===== src/rtl/mac_pkg.sv =====
// Shared types and widths for the multiply-accumulate back end.
package mac_pkg;

  typedef enum logic [1:0] {
    IDLE  = 2'd0,
    ACCUM = 2'd1,
    HOLD  = 2'd2
  } state_t;

  localparam int PROD_W = 8;
  localparam int CNT_W  = 8;

endpackage


===== src/rtl/sat_adder.sv =====
// Combinational saturating add of an unsigned 8-bit product onto the accumulator.
module sat_adder
  import mac_pkg::*;
#(
  parameter int ACC_W = 12
) (
  input  logic [ACC_W-1:0]  acc,
  input  logic [PROD_W-1:0] prod,
  output logic [ACC_W-1:0]  sum,
  output logic              sat
);

  // Top bit of the result is the saturation flag, the rest the clamped sum.
  function automatic logic [ACC_W:0] sat_add(input logic [ACC_W-1:0] a,
                                             input logic [PROD_W-1:0] p);
    logic [ACC_W:0] wide;
    wide = {1'b0, a} + (ACC_W+1)'(p);
    if (wide[ACC_W])
      return {1'b1, {ACC_W{1'b1}}};
    else
      return {1'b0, wide[ACC_W-1:0]};
  endfunction

  logic [ACC_W:0] res;

  assign res = sat_add(acc, prod);
  assign sum = res[ACC_W-1:0];
  assign sat = res[ACC_W];

endmodule


===== src/rtl/mac_accumulator.sv =====
// Sums N_TERMS products per transaction into a saturating accumulator and
// presents the result over a valid/ready handshake.
module mac_accumulator
  import mac_pkg::*;
#(
  parameter int N_TERMS = 4,
  parameter int ACC_W   = 12
) (
  input  logic              CLK,
  input  logic              RST,
  input  logic              START,
  input  logic [PROD_W-1:0] PROD,
  input  logic              IN_VALID,
  output logic              IN_READY,
  output logic [ACC_W-1:0]  SUM,
  output logic              OVF,
  output logic              OUT_VALID,
  input  logic              OUT_READY,
  output logic              BUSY
);

  state_t             state_p1, state_nxt;
  logic [CNT_W-1:0]   cnt_p1;
  logic [CNT_W-1:0]   cnt_inc;
  logic [ACC_W-1:0]   acc_p1;
  logic [ACC_W-1:0]   acc_nxt;
  logic               ovf_p1;
  logic               sat;
  logic               accept;
  logic               last;

  sat_adder #(.ACC_W(ACC_W)) u_sat_adder (
    .acc  (acc_p1),
    .prod (PROD),
    .sum  (acc_nxt),
    .sat  (sat)
  );

  assign accept  = IN_VALID && (state_p1 == ACCUM);
  assign cnt_inc = cnt_p1 + CNT_W'(1);
  assign last    = (cnt_inc == CNT_W'(N_TERMS));

  always_comb begin
    state_nxt = state_p1;
    case (state_p1)
      IDLE:    if (START) state_nxt = ACCUM;
      ACCUM:   if (accept && last) state_nxt = HOLD;
      HOLD:    if (OUT_READY) state_nxt = IDLE;
      default: state_nxt = IDLE;
    endcase
  end

  // Stage p1: state, term counter, accumulator and sticky overflow
  always_ff @(posedge CLK or posedge RST) begin
    if (RST) begin
      state_p1 <= IDLE;
      cnt_p1   <= '0;
      acc_p1   <= '0;
      ovf_p1   <= 1'b0;
    end else begin
      state_p1 <= state_nxt;
      if (state_p1 == IDLE && START) begin
        cnt_p1 <= '0;
        acc_p1 <= '0;
        ovf_p1 <= 1'b0;
      end else if (accept) begin
        cnt_p1 <= cnt_inc;
        acc_p1 <= acc_nxt;
        if (sat) ovf_p1 <= 1'b1;
      end
    end
  end

  assign IN_READY  = (state_p1 == ACCUM);
  assign OUT_VALID = (state_p1 == HOLD);
  assign BUSY      = (state_p1 != IDLE);
  assign SUM       = acc_p1;
  assign OVF       = ovf_p1;

endmodule


===== config.mk =====
export PLATFORM = sky130hd
export DESIGN_NAME = mac_accumulator
export DESIGN_NICKNAME = d
export VERILOG_FILES = /design/src/rtl/mac_pkg.sv /design/src/rtl/sat_adder.sv /design/src/rtl/mac_accumulator.sv
export SDC_FILE = /design/constraint.sdc
export NUM_CORES = 1
export LEC_CHECK = 0
export ABC_AREA = 1
export BUFFER_PORTS_ARGS = -buffer_cell sky130_fd_sc_hd__buf_4
export CAP_MARGIN = 20
export CELL_PAD_IN_SITES_DETAIL_PLACEMENT = 0
export CELL_PAD_IN_SITES_GLOBAL_PLACEMENT = 1
export CORE_ASPECT_RATIO = 0.8
export CORE_UTILIZATION = 35
export CTS_CLUSTER_SIZE = 10
export DETAILED_ROUTE_END_ITERATION = 16
export PLACE_DENSITY = 0.79
export RECOVER_POWER = 25
export SYNTH_ARGS = -nofsm -noshare
export SYNTH_HDL_FRONTEND = slang
export SYNTH_HIERARCHICAL = 1
export SYNTH_SLANG_ARGS = --single-unit

===== constraint.sdc =====
create_clock -name CLK -period 2.5 [get_ports CLK]
set_clock_uncertainty 0.05 [all_clocks]
set_input_delay 0.125 -clock CLK [delete_from_list [all_inputs] [get_ports CLK]]
set_output_delay 0.125 -clock CLK [all_outputs]
set_load 0.02 [all_outputs]

== Word-level counts from Yosys, hierarchy flattened ==
Index checks and enable logic that the tools add are counted.
W data, S select, Z words.

* Bits in registers: 23
* Logic and storage cells: 33

* Equal/unequal tests: 6
* Reductions and logical operators: 9
* Multiplexer cells: 12
* $add $sub $neg: 2

{| class="wikitable"
|+ Operators with widths
! operator !! count
|-
| $mux W12 || 2
|-
| $mux W8 || 2
|-
| $add A12 B8 Y13 || 1
|-
| $mux W13 || 1
|-
| $add A8 B1 Y8 const B || 1
|-
| $eq A8 B3 Y1 const B || 1
|-
| $mux W2 || 3
|-
| $pmux W2 S3 || 1
|-
| $reduce_bool A2 Y1 || 3
|-
| $ne A2 B1 Y1 const B || 2
|-
| $logic_and A1 B1 Y1 || 3
|-
| $mux W1 || 3
|-
| $reduce_and A3 Y1 || 1
|-
| $eq A2 B1 Y1 const B || 1
|-
| $eq A2 B2 Y1 const B || 1
|-
| $logic_not A2 Y1 || 1
|-
| $ne A2 B2 Y1 const B || 1
|-
| $reduce_and A2 Y1 || 1
|}

== Logic depth before layout (Yosys ltp) ==
Gate-level depths: netlist of run 1.

* Depth after elaboration: 5
* Gate-level depth with buffers: 12
* Mapped depth without buffers: 12

== By module ==
Netlist of run 1, hierarchy kept.

{| class="wikitable"
|+ By module, submodules not included
! module !! area an instance (sq um) !! seq. area each (sq um) !! times used !! cells each
|-
| mac_accumulator || 1077.3 || 575.6 || 1 || 109
|-
| sat_adder || 644.4 || 0.0 || 1 || 117
|}

== Least setup slack after synthesis of run 1 ==
OpenSTA, ideal clock, no wires.

* Path type: register to register
* Start: register acc_p1[0], in the netlist SUM[0]
* End: register acc_p1[1], in the netlist SUM[1]
* Path buffers: 0
* Setup time: 121 ps
* Data arrival time: 2004 ps
* Stages on the path, launching flop included: 13
* Required time: 2329 ps
* Slack: 325 ps
* Cell sequence: dfrtp_1 > ha_1 > fa_1 > nand2_1 > inv_1 > nand2_1 > nand2_2 > nand2_2 > nand2_4 > nand2_8 > inv_4 > or2_1 > a22o_1

* Longest elaborated chain between the ends: 4

{| class="wikitable"
|+ RTL lines
! element !! line !! source
|-
| from (decl) || mac_accumulator.sv:25 || <nowiki>logic [ACC_W-1:0] acc_p1;</nowiki>
|-
| from (signal assigned) || mac_accumulator.sv:68 || <nowiki>acc_p1 <= acc_nxt;</nowiki>
|-
| $add A12 B8 Y13 || sat_adder.sv:17 || <nowiki>wide = {1'b0, a} + (ACC_W+1)'(p);</nowiki>
|-
| $mux W13 || sat_adder.sv:18 || <nowiki>if (wide[ACC_W])</nowiki>
|-
| net acc_nxt[1] || mac_accumulator.sv:26 || <nowiki>logic [ACC_W-1:0] acc_nxt;</nowiki>
|-
| $mux W12 || mac_accumulator.sv:66 || <nowiki>end else if (accept) begin</nowiki>
|-
| $mux W12 || mac_accumulator.sv:62 || <nowiki>if (state_p1 == IDLE && START) begin</nowiki>
|}

The timed path passes the listed nets, and every way through them passes these cells. The select of a mux whose other input is x is not followed.
A chain may end at the register's enable or synchronous reset.

== Worst setup path after layout of run 1 ==
Same ends and word-level chain as after synthesis.

==> results.cfg, run 1 <==
[power]
ir_drop_v = 0.0004871
p_switching_mw = 1.052
netSwitchingFraction = 0.4741
power_frac_seq = 0.303
power_frac_clock = 0.106
share_comb_of_total_power = 0.591
p_leak_nw = 1.041
p_per_area_nw_per_um2 = 1095
internal-power_mw = 1.167
power_mw = 2.219

[yosys]
synth.distinct_cells = 33
yosysTopAreaCell = dfrtp_1
yosysMostFrequentCell = nand2_1
synth.avg_cell_area_um2 = 7.618
syn_area_um2 = 1722
synth_fp_nets = 249
ys_warn_count = 6
yosys-top-cells-count = nand2_1, inv_1, dfrtp_1
ys_ff_latch = 23
yosysTopAreaCellShare = 0.3343
synthArstFlopShare = 1.000
synth_ff_type = dfrtp_1
synth_cells = 226
synthTopCellsByArea = dfrtp_1, nand2_1, inv_1
yosysSeqAreaShare = 0.3343
synth_enable_flop_cells = 0

[setup_path]
startpoint = SUM[0]
cp_max_fo = 8
critical_path.cell_chain = ha_1, fa_1, nand2_1, inv_1, nand2_1, nand2_2, nand2_2, nand2_4, nand2_8, inv_4, or2_1, a22o_1
cp_top_family = simple AND/OR/NAND/NOR gates
r2r_end = SUM[1]
worstSetupPathType = register to register
start_kind = register
slowest_delay_ps = 410
ff2ff_path_depth = 12
required_ps = 2610
crit_slowest_cell = dfrtp_1
crit_cells = 12
reg2reg_setup_slack_ps = 260
path_buf_inv = 2
crit_end = SUM[1]
critPathArrivalTime_ps = 2350
worst_r2r_startpoint = SUM[0]
cp-end-kind = register

[floorplan]
dieArea_um2 = 5205
io-pin-count = 29
die_x_um = 80.42
rows = 22
start_util = 0.3701
dieHeight_um = 64.73
core_area_um2 = 4652

[sta]
max_freq_mhz = 447.0
holdWs_ps = -8.162
finalSetupViolCount = 0
post-route-period-util = 0.8949
tightest_slew_ps = 873.3
setup-tns-final_ps = 0
finalMaxSlewViolations = 0
slew_headroom = 0.4172
finalHoldViolCount = 23
fin_crit_ps = 2237
rsz0062_at_grt = no

[clock_network]
htreeDepth = 1
cts.sinks = 23
clockRootBuffer = clkbuf_8
post_cts_buffers = 0
clock_path_buffers = 2
clk_pin_slew_ps = 90
clkLatencyLatePin_ps = 270
cts_tree = yes
cts_made_buffers = 3
ctsResizeCount = 0
ctsHoldBuffers = 0

[routing]
via_count = 1518
wl_um = 3809
drtAntennaViolNets = 0
dr.pass1.iters = 4
met2_length_um = 1501
met1_length_um = 2074
drc = 0
viasPerCell = 4.819
initialDrtViolationCount = 108
wl_per_cell_um = 12.09
wl_met3_um = 208
maxUsedRoutingLayer = met4

[global_route]
antenna_found_initial = 0
grt_overflow_total = 0
grt.total_usage = 0.1660
grt_max_degree = 24
grt_pass1_vias = 1378
grt_pass1_wl_um = 6596

[run_status]
status = finished, violations left
failed_checks = negative hold slack

[job]
drv_cap = 0

[place]
gp_congestion = 0.7808
port_buffers = 28
hpwlAfterDp_um = 3010

[finish]
nets = 279
area_growth_pct = 17.66
diodes = 0
drive_above_1_share = 0.2235

[worst_hold_path]
holdCritPathClass = input pin to asynchronous set/reset pin
routing by layer:
| metal | GRT usage | vias up |
|---|---|---|
| met2 | 0.2288 | 39 |
| li1 | - | 794 |
| met3 | 0.03803 | 2 |
| met1 | 0.2611 | 683 |
| met5 | 0 | - |
| met4 | 0.02679 | 0 |
stage by stage:
step	hold WS, ps	instance area, um2	setup slack [ps]	std cells	utilization
5_1_grt	60.08	2026	77.44	315	0.4354
3_3_place_gp	318.1	1977	320.7	311	0.4250
6_report	-8.162	2026	262.6	315	0.4354
4_1_cts	28.56	2026	261.5	315	0.4354
2_1_floorplan	76.92	1722	324.6	226	-
3_5_place_dp	322.6	1977	279.6	311	0.4250
layout by cell type (no fill, tap or decap):
master      netlist  routed
nand2_1          57      57
inv_1            31      31
buf_4             1      27
dfrtp_1          23      23
nand3_1          18      18
nor2_1           14      14
a22o_1           13      13
o21ai_0           9       9
ha_1              9       9
nor2_2            6       6
a21oi_1           6       6
nand2_2           5       5
or2_1             5       5
inv_2             3       3
clkbuf_8          0       3
nand2_4           2       2
a22oi_1           2       2
a31oi_1           2       2
a21oi_2           2       2
nand4_1           2       2
xor2_1            2       2
nand3_4           1       1
nor2_4            1       1
nand3_2           1       1
o21bai_1          1       1
clkinvlp_4        0       1
clkbuf_4          0       1
nand2_8           1       1
inv_4             1       1
and2_4            1       1
nand3b_1          1       1
a21boi_0          1       1
o211ai_1          1       1
a31o_2            1       1
fa_1              1       1
cells by family (layout without fill, tap and decap cells):
family / count (synthesis) / after routing / synth area share
simple gates: 115 / 115 / 0.3292
compound gates: 38 / 38 / 0.1541
buf+inv: 38 / 67 / 0.09521
flops: 23 / 23 / 0.3343
fa+ha+maj: 10 / 10 / 0.07704
xor+xnor: 2 / 2 / 0.01018
registers in the layout (all words and copies together), names as in the netlist:
register  cells
SUM          12
OVF           1
state_p1      2
cnt_p1        8
worst min-delay path by stage:
stage               from           to  slack (ps)  cells after the start
5_1_grt        OUT_READY  state_p1[1]          60                      4
4_1_cts        OUT_READY  state_p1[1]          30                      4
2_1_floorplan        RST          OVF          80                      1
3_3_place_gp   OUT_READY  state_p1[1]         320                      4
6_report             RST    cnt_p1[7]          -8                      2
3_5_place_dp   OUT_READY  state_p1[1]         320                      4
final cells by class:
| class | instances | area, um2 |
|---|---|---|
| fill | 504 | 2626 |
| multi-input combinational | 165 | 982.2 |
| sequential | 23 | 575.6 |
| timing repair buffer | 28 | 210.2 |
| inverter | 35 | 133.9 |
| tap | 60 | 75.07 |
| clock buffer | 3 | 41.29 |
| clock inverter | 1 | 7.507 |
power by group through the flow:
stage                     sequential (mW)  clock (mW)  combinational (mW)
after global placement              0.680           0                1.31
final                               0.673       0.235                1.31
after detailed placement            0.685           0                1.31
after CTS                           0.676       0.247                1.32
after floorplan                     0.732           0               0.905
after global routing                0.700       0.259                1.48
Power figures use the tool's default switching activity.
==> inputs of run 2 (changes only) <==
Settings changed: ABC_AREA 1 to unset, PLACE_DENSITY 0.79 to 0.76.
==> run 2 against run 1 <==
Compared with the run above: the run now ends clean; register-to-register slack worse by 110 ps; first-iteration DRC count down 37%; worst setup slack got worse by 110 ps; fmax shrank 4.7%; critical path type unchanged; largest power group unchanged.
==> results.cfg, run 2 <==
[place]
place_ws_ps = 144.5
dpl-instance-area_um2 = 1856
post-place-cells = 247
port_buffers = 28
hpwlAfterDp_um = 2684
gp_congestion = 0.7904

[yosys]
yosysSeqAreaShare = 0.3616
synthTopCellsByArea = dfrtp_1, ha_1, a22o_1
synth.avg_cell_area_um2 = 9.704
synth_xor_area_frac = 0.03302
synth_ff_type = dfrtp_1
yosysTopAreaCellShare = 0.3616
synth_cells = 164
ys_warn_count = 6
synth_fp_nets = 187
ys_ff_latch = 23
synth_enable_flop_cells = 0
synth.distinct_cells = 53
yosys-top-cells-count = dfrtp_1, nand2_1, a22o_1
synth-compound-area-share = 0.2421
yosysMostFrequentCell = dfrtp_1
synthMuxAreaShare = 0.02201
yosysTopAreaCell = dfrtp_1
synthArstFlopShare = 1.000
synth-simple-area-share = 0.2186
syn_area_um2 = 1592
synth_top_family_by_area = compound AO/OA/AOI/OAI gates
synth-adder-area-share = 0.08333

[power]
p_leak_nw = 0.9185
power_mw = 2.104
p_per_area_nw_per_um2 = 1107
ir_drop_v = 0.0005313

[global_route]
grt_pass1_vias = 1301
antenna_found_initial = 0
grt.total_usage = 0.1616
grt_pass1_wl_um = 6244
grt_max_degree = 24
grt_overflow_total = 0

[sta]
finalSetupViolCount = 0
rsz0062_at_grt = no
finalMaxSlewViolations = 0
slew_headroom = 0.3829
finalHoldViolCount = 0
fin_crit_ps = 2348
tightest_slew_ps = 924.7
setup_slack_ps = 151.8
max_freq_mhz = 425.9
holdWs_ps = 16.03
post-route-period-util = 0.9393
setup-tns-final_ps = 0

[finish]
design_area_um2 = 1901
final_cell_count_no_fill = 251
diodes = 0
largest_register_ffs = 12
area_growth_pct = 19.42
final_cell_mix = buf_4, dfrtp_1, nand2_1
fin_util = 0.4438
layout_commonest_cell = buf_4
drive_above_1_share = 0.2371
nets = 218

[setup_path]
ff2ff_path_depth = 7
worst_r2r_startpoint = SUM[0]
worstSetupPathType = register to register
r2r_end = SUM[8]
cp-end-kind = register
required_ps = 2610
critical_path.cell_chain = ha_1, fa_1, a31oi_2, and2_4, o21a_1, mux2_4, a22o_1
crit_slowest_cell = fa_1
slowest_delay_ps = 440
cp_max_fo = 4
reg2reg_setup_slack_ps = 150
start_kind = register
critPathArrivalTime_ps = 2460

[routing]
initialDrtViolationCount = 68
via_count = 1356
drtAntennaViolNets = 0
wl_per_cell_um = 14.25
maxUsedRoutingLayer = met4
dr.pass1.iters = 4
drc = 0
viasPerCell = 5.402
met1_length_um = 1803
wl_met3_um = 213
wl_um = 3578
met2_length_um = 1519

[clock_network]
cts.sinks = 23
ctsHoldBuffers = 0
clock_path_buffers = 2
clk_pin_slew_ps = 80
cts_made_buffers = 3
post_cts_buffers = 0
clkLatencyLatePin_ps = 260
ctsResizeCount = 0
clockRootBuffer = clkbuf_8
cts_tree = yes
htreeDepth = 1

[floorplan]
dieHeight_um = 62.32
io-pin-count = 29
core_area_um2 = 4283
start_util = 0.3716
rows = 21
dieArea_um2 = 4823
die_x_um = 77.39

[run_status]
status = complete, no violations

[worst_hold_path]
holdCritPathClass = input pin to asynchronous set/reset pin

[job]
drv_cap = 0
run 2: cell types whose count changed after synthesis, moves of 3 or more:
cell      before  now
nand3_1       18    9
inv_2          3    0
or2_1          5    0
o21ai_0        9    4
inv_1         31    6
nor2_2         6    0
nor2_1        14    3
nand2_1       57   19
a21oi_1        6   10
nor3_1         0    3
a21o_1         0    5
nand2b_1       0    4
nand2_2        5    0
run 2: layout make-up:
cell class	count	area, um2
Clock buffer	4	45.04
Fill cell	428	2382
Inverter	6	22.52
Multi-Input combinational cell	130	953.4
Sequential cell	23	575.6
Tap cell	57	71.32
Timing Repair Buffer	31	232.7
run 2: metal layers:
| layer | vias to the layer above | global-route usage |
|---|---|---|
| li1 | 678 | - |
| met4 | 0 | 0.03774 |
| met5 | - | 0 |
| met2 | 32 | 0.2389 |
| met1 | 642 | 0.2388 |
| met3 | 4 | 0.03382 |
run 2: worst max-delay path, delay by kind of cell (launching register included):
kind                     cells  cell delay (ps)
AND/OR/NAND/NOR              1              190
multiplexers                 1              300
AO/OA/AOI/OAI                3              620
flip-flops                   1              410
adder cells (fa/ha/maj)      2              670
run 2: power breakdown:
| group | total (mW) | switching [mW] | internal [mW] |
|---|---|---|---|
| sequential | 0.647 | 0.161 | 0.486 |
| clock | 0.230 | 0.116 | 0.114 |
| combinational | 1.23 | 0.662 | 0.565 |
run 2: cell families (layout without fill, tap and decap cells):
kind of cell / after synthesis / count (layout)
compound gates: 51 / 51
xor+xnor: 6 / 6
fa+ha+maj: 10 / 10
buf+inv: 11 / 41
flops: 23 / 23
mux: 3 / 3
simple gates: 60 / 60
run 2: worst max path at each step:
stage          startpoint      to  slack [ps]  cells after the start
6_report           SUM[0]  SUM[8]         150                      7
5_1_grt            SUM[0]  SUM[8]          60                      7
4_1_cts            SUM[0]  SUM[8]         140                      7
3_5_place_dp       SUM[0]  SUM[8]         140                      7
3_3_place_gp       SUM[0]  SUM[8]         210                      7
2_1_floorplan      SUM[0]  SUM[8]         170                      7
